[config.mk]
export PLATFORM = sky130hd
export DESIGN_NAME = random_walk_filter
export DESIGN_NICKNAME = d
export VERILOG_FILES = /design/src/rtl/loop_filter_pkg.sv /design/src/rtl/lock_detector.sv /design/src/rtl/random_walk_filter.sv
export SDC_FILE = /design/constraint.sdc
export NUM_CORES = 1
export LEC_CHECK = 0
export CAP_MARGIN = 20
export CORE_MARGIN = 1
export CORE_UTILIZATION = 50
export DETAILED_ROUTE_END_ITERATION = 12
export GPL_TIMING_DRIVEN = 0
export HOLD_SLACK_MARGIN = 0.08
export MAX_ROUTING_LAYER = met4
export PLACE_DENSITY = 0.76
export SYNTH_ARGS = -nofsm -noshare
export SYNTH_HDL_FRONTEND = slang
export SYNTH_SLANG_ARGS = --single-unit
[constraint.sdc]
create_clock -name clk_i -period 4.8 [get_ports clk_i]
set_input_delay 1.44 -clock clk_i [delete_from_list [all_inputs] [get_ports clk_i]]
set_output_delay 1.44 -clock clk_i [all_outputs]
set_load 0.1 [all_outputs]
[src/rtl/loop_filter_pkg.sv]
// Shared types and helpers for the random-walk loop filter.
package loop_filter_pkg;

    typedef enum logic [1:0] {
        STEP_NONE,
        STEP_UP,
        STEP_DOWN
    } step_t;

    // Lead/lag decode: simultaneous pulses cancel out.
    function automatic step_t decode_step(input logic inc, input logic dec);
        if (inc && !dec) begin
            return STEP_UP;
        end else if (dec && !inc) begin
            return STEP_DOWN;
        end
        return STEP_NONE;
    endfunction

    // Reload clamp: the start value is only usable when it lies strictly
    // inside the walk window (-keff, +keff); otherwise the walk restarts at 0.
    function automatic logic reload_clamp_ok(input int value, input int keff);
        int mag;
        mag = (value < 0) ? -value : value;
        return (mag < keff);
    endfunction

endpackage

[src/rtl/lock_detector.sv]
// Counts quiet phase events (no carry/borrow) and flags lock once
// LOCK_WINDOW of them have passed in a row.
module lock_detector
    import loop_filter_pkg::*;
#(
    parameter int LOCK_WINDOW = 16
) (
    input  logic clk_i,
    input  logic reset_i,
    input  logic evt,
    input  logic trigger,
    input  logic clear,
    input  logic enable,
    output logic locked
);

    localparam int QW = $clog2(LOCK_WINDOW + 1);
    localparam logic [QW-1:0] WINDOW = QW'(LOCK_WINDOW);

    logic [QW-1:0] quiet;
    logic [QW-1:0] quiet_next;

    // Next quiet count: a trigger restarts the window, events saturate at WINDOW.
    always_comb begin
        quiet_next = quiet;
        if (trigger) begin
            quiet_next = '0;
        end else if (evt && (quiet < WINDOW)) begin
            quiet_next = quiet + QW'(1);
        end
    end

    // Quiet counter and registered lock flag; clear wins over enable.
    always_ff @(posedge clk_i or negedge reset_i) begin
        if (!reset_i) begin
            quiet  <= '0;
            locked <= 1'b0;
        end else if (clear) begin
            quiet  <= '0;
            locked <= 1'b0;
        end else if (enable) begin
            quiet  <= quiet_next;
            locked <= (quiet_next == WINDOW);
        end
    end

endmodule

[src/rtl/random_walk_filter.sv]
// Random-walk (K-counter) loop filter: integrates lead/lag pulses and emits
// one-cycle carry/borrow pulses when the walk reaches +/-K, then reloads.
module random_walk_filter
    import loop_filter_pkg::*;
#(
    parameter int WIDTH       = 5,
    parameter int LOCK_WINDOW = 16
) (
    input  logic                    clk_i,
    input  logic                    reset_i,
    input  logic                    clear_i,
    input  logic                    enable_i,
    input  logic                    increment_i,
    input  logic                    decrement_i,
    input  logic        [WIDTH-2:0] threshold_i,
    input  logic signed [WIDTH-1:0] initialValue_i,
    output logic                    triggeredMax_o,
    output logic                    triggeredMin_o,
    output logic signed [WIDTH-1:0] counter_o,
    output logic                    locked_o
);

    step_t                  step;
    logic        [WIDTH-2:0] keff;
    logic signed [WIDTH:0]   keff_s;
    logic signed [WIDTH:0]   step_s;
    logic signed [WIDTH:0]   next_s;
    logic signed [WIDTH-1:0] reload;
    logic                    hit_max;
    logic                    hit_min;
    logic                    active;
    logic                    trigger;
    logic                    evt;

    // Decode the step, effective K and reload value, and compare one bit wider
    // than the counter so the walk can never wrap.
    always_comb begin
        step    = decode_step(increment_i, decrement_i);
        keff    = (threshold_i == '0) ? (WIDTH-1)'(1) : threshold_i;
        keff_s  = $signed({2'b00, keff});
        unique case (step)
            STEP_UP:   step_s = (WIDTH+1)'(1);
            STEP_DOWN: step_s = -(WIDTH+1)'(1);
            default:   step_s = '0;
        endcase
        next_s  = {counter_o[WIDTH-1], counter_o} + step_s;
        reload  = reload_clamp_ok(int'(initialValue_i), int'(keff)) ? initialValue_i : '0;
        hit_max = (next_s >= keff_s);
        hit_min = (next_s <= -keff_s);
        active  = enable_i && !clear_i;
        trigger = active && (hit_max || hit_min);
        evt     = active && (step != STEP_NONE);
    end

    // Walk counter and carry/borrow pulse registers.
    always_ff @(posedge clk_i or negedge reset_i) begin
        if (!reset_i) begin
            counter_o      <= '0;
            triggeredMax_o <= 1'b0;
            triggeredMin_o <= 1'b0;
        end else if (clear_i) begin
            counter_o      <= reload;
            triggeredMax_o <= 1'b0;
            triggeredMin_o <= 1'b0;
        end else if (enable_i) begin
            if (hit_max) begin
                counter_o      <= reload;
                triggeredMax_o <= 1'b1;
                triggeredMin_o <= 1'b0;
            end else if (hit_min) begin
                counter_o      <= reload;
                triggeredMax_o <= 1'b0;
                triggeredMin_o <= 1'b1;
            end else begin
                counter_o      <= next_s[WIDTH-1:0];
                triggeredMax_o <= 1'b0;
                triggeredMin_o <= 1'b0;
            end
        end else begin
            triggeredMax_o <= 1'b0;
            triggeredMin_o <= 1'b0;
        end
    end

    lock_detector #(
        .LOCK_WINDOW(LOCK_WINDOW)
    ) u_lock (
        .clk_i  (clk_i),
        .reset_i(reset_i),
        .evt    (evt),
        .trigger(trigger),
        .clear  (clear_i),
        .enable (enable_i),
        .locked (locked_o)
    );

endmodule

==> results.json, run 1 <==
{
  "drv_cap": 0,
  "grt_pass1_wl_mm": 5.48,
  "p_leak_nw": 0.784,
  "finalSetupViolations": 0,
  "outcome": "completed",
  "yosysMostFrequentCell": "ha_1",
  "dp_hpwl_mm": 2.45,
  "routed_wirelength_mm": 3.20,
  "critical_path.max_fanout": 9,
  "syn_inst": 155,
  "crit_arrival_ns": 4.78,
  "grt_pass1_vias": 1264,
  "min_path_cells": 1,
  "nNetsFinal": 221,
  "powerDensity_nw_per_um2": 578,
  "via_per_inst": 6.07,
  "worstSkewPairLatency_ns": 0.27,
  "grt_max_degree": 14,
  "avgSynthCellArea_um2": 8.81,
  "ant_nets": 0,
  "synth_area_leader_cell": "dfrtp_1",
  "dpl_cell_area_um2": 1620,
  "slew_viol_final": 0,
  "initial_core_util_pct": 54.2,
  "synth_cell_types": 48,
  "finalNonFillerCells": 215,
  "rsz0062_at_grt": "false",
  "ys_ff_latch": 13,
  "synthArstFlopShare_pct": 100,
  "die_h_um": 54.3,
  "die_w_um": 54.3,
  "avgRoutedWirePerCell_um": 14.9,
  "hold_viol": 0,
  "portBuffers": 22,
  "critPathRequiredTime_ns": 4.96,
  "area_delta_synth_final_pct": 28.0,
  "yosysTopAreaCellShare_pct": 23.8,
  "tns_ns": 0,
  "ctsLongestPathBuffers": 2,
  "synth_edf_count": 0,
  "seq_area_frac_synth_pct": 23.8,
  "syn-num-nets": 190,
  "synth_ff_type": "dfrtp_1",
  "num_vias": 1306,
  "hp-class": "flop to flop",
  "first_pass_iters": 4,
  "ff_latch_area_um2": 325,
  "synthesis.area_um2": 1370,
  "end_kind": "flop",
  "r2r_cells": 13,
  "antenna_found_initial": 0,
  "grt.total_usage_pct": 26.5,
  "cts_buffers": 3,
  "drc": 0,
  "slew_headroom_pct": 35.0,
  "final_area_um2": 1750,
  "ios": 23,
  "core_um2": 2520,
  "clkTransAtPathRegs_ns": 0.08,
  "die_area_um2": 2950,
  "min_period_ns": 4.61,
  "p_total_mw": 1.01,
  "period_share_pct": 96.1,
  "drive_above_1_share_pct": 15.7,
  "synth_commonest_cells": "ha_1, inv_1, dfrtp_1",
  "cts_tree": "yes",
  "multi_input_area_um2": 1010,
  "overflow": 0,
  "fillers": 206,
  "synth_warnings": 0,
  "clockRootBuffer": "clkbuf_4",
  "vdd_drop_max_uv": 600,
  "skew_ns": 0.00391,
  "h-tree-depth": 1,
  "cts.sink_count": 13,
  "dpl.cell_count": 207,
  "critPathLaunchType": "primary input",
  "crit_type": "primary input to flop",
  "diodes": 0,
  "synth.area.top_cells": "dfrtp_1, ha_1, inv_1, a221o_1, o21ai_0",
  "drtIter0Drc": 36,
  "place.gp.congestion": 0.788,
  "max_freq_mhz": 217,
  "rows": 18,
  "worstMarginPinSlew_ns": 0.972
}
## sequential cells by signal, indices dropped and copies added, names as in the netlist
register / count
counter_o: 5
u_lock.quiet: 5
triggeredMax_o: 1
triggeredMin_o: 1
u_lock.locked: 1
## where the power goes
part           total, mW  switching, mW  leakage (nW)  internal (mW)
Combinational      0.791          0.492         0.594          0.299
Clock             0.0672         0.0350        0.0150         0.0322
Sequential         0.154         0.0182         0.175          0.136
## worst max-delay path, cell delays in order
cell,delay [ns]
clkdlybuf4s50_1,0.45
inv_1,0.07
ha_1,0.21
buf_2,0.18
xor2_1,0.17
ha_1,0.21
nand4bb_1,0.10
nand4_1,0.16
xor2_2,0.23
ha_1,0.34
a211oi_2,0.31
a31oi_4,0.14
buf_4,0.16
and2_4,0.13
buf_6,0.13
a221o_1,0.34
## cells in the final DEF, fill, tap and decap left out, types with 4 or more instances in the layout
master           netlist  layout
dfrtp_1               13      13
ha_1                  20      17
nand4_1                4       4
xnor2_1                4       4
nor3_1                 6       6
buf_4                  0       4
a21oi_1                7       6
nor2_1                 8       8
clkdlybuf4s50_1        0      22
o21ai_0                9       9
inv_1                 16      14
and2_1                 5       5
a221o_1                5       5
## worst paths after layout
path	end	from	slack (ns)
setup / recovery	counter_o[0]$_DFFE_PN0P_	increment_i	0.19
hold / removal	u_lock.locked$_DFFE_PN0P_	u_lock.locked$_DFFE_PN0P_	0.50
setup reg to reg	counter_o[0]$_DFFE_PN0P_	counter_o[1]$_DFFE_PN0P_	1.77
hold reg to reg	u_lock.locked$_DFFE_PN0P_	u_lock.locked$_DFFE_PN0P_	0.50
max in group asynchronous	counter_o[3]$_DFFE_PN0P_	reset_i	2.87
min in group asynchronous	counter_o[4]$_DFFE_PN0P_	reset_i	1.54
## stage by stage
stage / worst slack (ns) / hold slack [ns] / utilization [%]
floorplan: 0.269 / 0.518 / -
global route: 0.0536 / 0.539 / 69.3
global placement: -0.609 / 0.482 / 64.4
detailed placement: -0.755 / 0.483 / 64.4
finish: 0.185 / 0.496 / 69.3
CTS: 0.0158 / 0.501 / 68.2
## final cells by class
type	instances	share of cell area (%)
Sequential cell	13	18.6
Buffer	5	2.07
Multi-Input combinational cell	121	57.9
Clock buffer	4	1.50
Timing Repair Buffer	26	14.3
Tap cell	30	2.15
Inverter	16	3.43
## repair_timing
item	4_1_cts	5_1_grt
pin swaps	1	2
hold buffers	0	0
setup buffers	3	1
gates resized for setup	7	5
endpoints found under the setup margin	11	8
## layer usage
layer  up-vias  share of wire [%]  global-route usage (%)
met2        48                 48                    44.9
met1       615                 45                    32.2
met4         0               0.87                    5.56
li1        639                  -                       -
met3         4                5.9                    5.56
met5         -                  0                       -
## kinds of logic (layout without fill, tap and decap cells)
kind of cell	after synthesis	after routing	share of synthesized area, %
multiplexers	1	1	0.733
XOR/XNOR	8	8	5.13
AND/OR/NAND/NOR	46	46	19.8
flip-flops	13	13	23.8
adder cells (fa/ha/maj)	20	20	18.3
buffers and inverters	21	51	7.05
other	1	1	0.274
AO/OA/AOI/OAI	45	45	24.9
(Power assumes the default switching activity.)
==> inputs of run 2 (changes only) <==
--- a/config.mk
+++ b/config.mk
@@ -5,6 +5,7 @@
 export SDC_FILE = /design/constraint.sdc
 export NUM_CORES = 1
 export LEC_CHECK = 0
+export ABC_AREA = 1
 export CAP_MARGIN = 20
 export CORE_MARGIN = 1
 export CORE_UTILIZATION = 50
@@ -12,7 +13,7 @@
 export GPL_TIMING_DRIVEN = 0
 export HOLD_SLACK_MARGIN = 0.08
 export MAX_ROUTING_LAYER = met4
-export PLACE_DENSITY = 0.76
+export PLACE_DENSITY = 0.75
 export SYNTH_ARGS = -nofsm -noshare
 export SYNTH_HDL_FRONTEND = slang
 export SYNTH_SLANG_ARGS = --single-unit
==> run 2 against run 1 <==
Net effect: final cell count up 25%; clock skew down 0.00088 ns; critical path depth is 6 higher; first-iteration DRC count decreased by 5.6%; combinational power down 17%; non-clock buffer count fell by 9; sequential share of layout area down 0.26 points; register-to-register slack gained 0.22 ns; critical path type unchanged; largest cell class unchanged.
==> results.json, run 2 <==
{
  "ctsLongestPathBuffers": 2,
  "die_area_um2": 3200,
  "yosysMostFrequentCell": "nand2_1",
  "synth_ff_type": "dfrtp_1",
  "grt_pass1_wl_mm": 5.20,
  "r2r_cells": 18,
  "top_regs": "counter_o x5, u_lock.quiet x5",
  "area_delta_synth_final_pct": 19.2,
  "initial_core_util_pct": 53.5,
  "critPathLaunchType": "primary input",
  "reg2reg_to": "u_lock.quiet[3]$_DFFE_PN0P_",
  "clockRootBuffer": "clkbuf_4",
  "whs_ns": 0.480,
  "crit_start": "increment_i",
  "slew_headroom_pct": 35.0,
  "h-tree-depth": 1,
  "rows": 19,
  "routed_wirelength_mm": 2.80,
  "first_pass_iters": 4,
  "grt.total_usage_pct": 20.8,
  "rr_startpoint": "counter_o[0]$_DFFE_PN0P_",
  "synth_edf_count": 0,
  "worstMarginPinSlew_ns": 0.971,
  "avgRoutedWirePerCell_um": 10.5,
  "period_share_pct": 92.6,
  "grtUsageMet2_pct": 33.3,
  "rsz0062_at_grt": "false",
  "ys_ff_latch": 13,
  "powerDensity_nw_per_um2": 495,
  "die_h_um": 56.6,
  "post_cts_resized": 0,
  "hp-class": "flop to flop",
  "overflow": 0,
  "grt_max_degree": 14,
  "syn-num-nets": 246,
  "crit_type": "primary input to flop",
  "portBuffers": 22,
  "cts_buffers": 3,
  "drtIter0Drc": 34,
  "drv_cap": 0,
  "hold_viol": 0,
  "grt_pass1_vias": 1275,
  "die_w_um": 56.6,
  "final_area_um2": 1770,
  "cts.sink_count": 13,
  "cts-hold-fix-buffers": 0,
  "p_leak_nw": 0.985,
  "critical_path.max_fanout": 9,
  "antenna_found_initial": 0,
  "drive_above_1_share_pct": 12.2,
  "nNetsFinal": 273,
  "vdd_drop_max_uv": 368,
  "worstSkewPairLatency_ns": 0.27,
  "met1_usage_pct": 27.4,
  "min_period_ns": 4.45,
  "avgSynthCellArea_um2": 7.06,
  "use_met3_pct": 4.15,
  "ios": 23,
  "syn_inst": 211,
  "via_per_inst": 4.98,
  "place.gp.congestion": 0.830,
  "finalSetupViolations": 0,
  "mostFrequentLayoutCells": "nand2_1, inv_1, clkdlybuf4s50_1",
  "mostFrequentLayoutCell": "nand2_1",
  "synth.area.top_cells": "dfrtp_1, ha_1, nand2_1, inv_1, nand2_2",
  "end_kind": "flop",
  "seq_area_frac_synth_pct": 21.8,
  "critPathRequiredTime_ns": 4.95,
  "outcome": "completed",
  "ant_nets": 0,
  "synth_commonest_cells": "nand2_1, inv_1, ha_1",
  "tns_ns": 0,
  "synthArstFlopShare_pct": 100,
  "core_um2": 2780,
  "dp_hpwl_mm": 2.38,
  "slew_viol_final": 0,
  "synthesis.area_um2": 1490,
  "max_freq_mhz": 225,
  "synth_area_leader_cell": "dfrtp_1",
  "synth_warnings": 0,
  "drc": 0,
  "ff2ff_setup_slack_ns": 1.99,
  "diodes": 0,
  "skew_ns": 0.00303,
  "clkTransAtPathRegs_ns": 0.07,
  "cts_tree": "yes",
  "synth_cell_types": 32,
  "top_usage_layer": "met2",
  "num_vias": 1335,
  "yosysTopAreaCellShare_pct": 21.8,
  "endpoint": "u_lock.quiet[3]$_DFFE_PN0P_",
  "post_cts_buffers": 0,
  "crit_arrival_ns": 4.60,
  "dpl_cell_area_um2": 1750
}
[run 2: cell types whose count changed in the layout (fill, tap and decap cells not counted), moves of 5 or more]
cell     previous run  this run
inv_1              14        38
nand2_1             3        60
nand3_1             3         9
and2_1              5         0
nand2_2             0         9
nor3_1              6         1
a221o_1             5         0
o21ai_0             9         4
[run 2: layer usage]
layer	vias up	wire (um)
met5	-	0
met4	0	15
met3	2	83
met2	20	1310
met1	591	1390
li1	722	-
[run 2: area by class of cell]
class | instances | area (um^2)
clock buffers | 4 | 26.3
multi-input cells | 156 | 1000
flip-flops and latches | 13 | 325
fillers | 272 | 1010
repair buffers | 22 | 220
inverters | 42 | 160
well taps | 31 | 38.8
[run 2: where the power goes]
group | switching [mW] | leakage (nW) | total, mW | internal [mW]
sequential | 0.0241 | 0.174 | 0.156 | 0.132
clock | 0.0331 | 0.0150 | 0.0654 | 0.0322
combinational | 0.452 | 0.796 | 0.656 | 0.204
[run 2: worst min path at each step]
stage	endpoint	startpoint	cells past startpoint
finish	u_lock.locked$_DFFE_PN0P_	u_lock.locked$_DFFE_PN0P_	2
global route	u_lock.locked$_DFFE_PN0P_	u_lock.locked$_DFFE_PN0P_	2
CTS	u_lock.locked$_DFFE_PN0P_	u_lock.locked$_DFFE_PN0P_	2
detailed placement	u_lock.locked$_DFFE_PN0P_	u_lock.locked$_DFFE_PN0P_	2
global placement	u_lock.locked$_DFFE_PN0P_	u_lock.locked$_DFFE_PN0P_	2
floorplan	u_lock.quiet[4]$_DFFE_PN0P_	u_lock.quiet[4]$_DFFE_PN0P_	2
[run 2: worst max-delay path, cell delays in order]
cell and delay, ns:
clkdlybuf4s50_1 0.45, inv_1 0.05, ha_1 0.34, inv_1 0.06
ha_1 0.21, ha_1 0.20, inv_1 0.05, nand2_1 0.09
nand3_2 0.10, nand3b_1 0.09, nand2_2 0.11, inv_1 0.05
ha_1 0.28, nand2_1 0.07, nor2_1 0.06, o21ai_1 0.08
nand3_1 0.10, nor2_1 0.29, nor2_8 0.11, nand2_2 0.12
nand2_2 0.08, nor3b_2 0.16
[run 2: through the flow]
step	worst slack (ns)	utilization, %	instances	power (mW)
floorplan	0.816	-	211	0.680
global placement	0.106	62.8	264	0.804
detailed placement	0.0605	62.8	264	0.814
CTS	0.344	63.8	268	0.883
global route	0.160	63.8	268	0.954
finish	0.354	63.8	268	0.878
[run 2: kinds of logic after synthesis]
| group | count (synthesis) | synth area share (%) |
|---|---|---|
| and+or+nand+nor | 112 | 39.6 |
| buffers and inverters | 42 | 10.8 |
| adders and majority gates | 20 | 16.8 |
| AOI/OAI and AO/OA | 16 | 6.64 |
| DFF | 13 | 21.8 |
| xor gates and xnor gates | 7 | 4.12 |
| other | 1 | 0.252 |
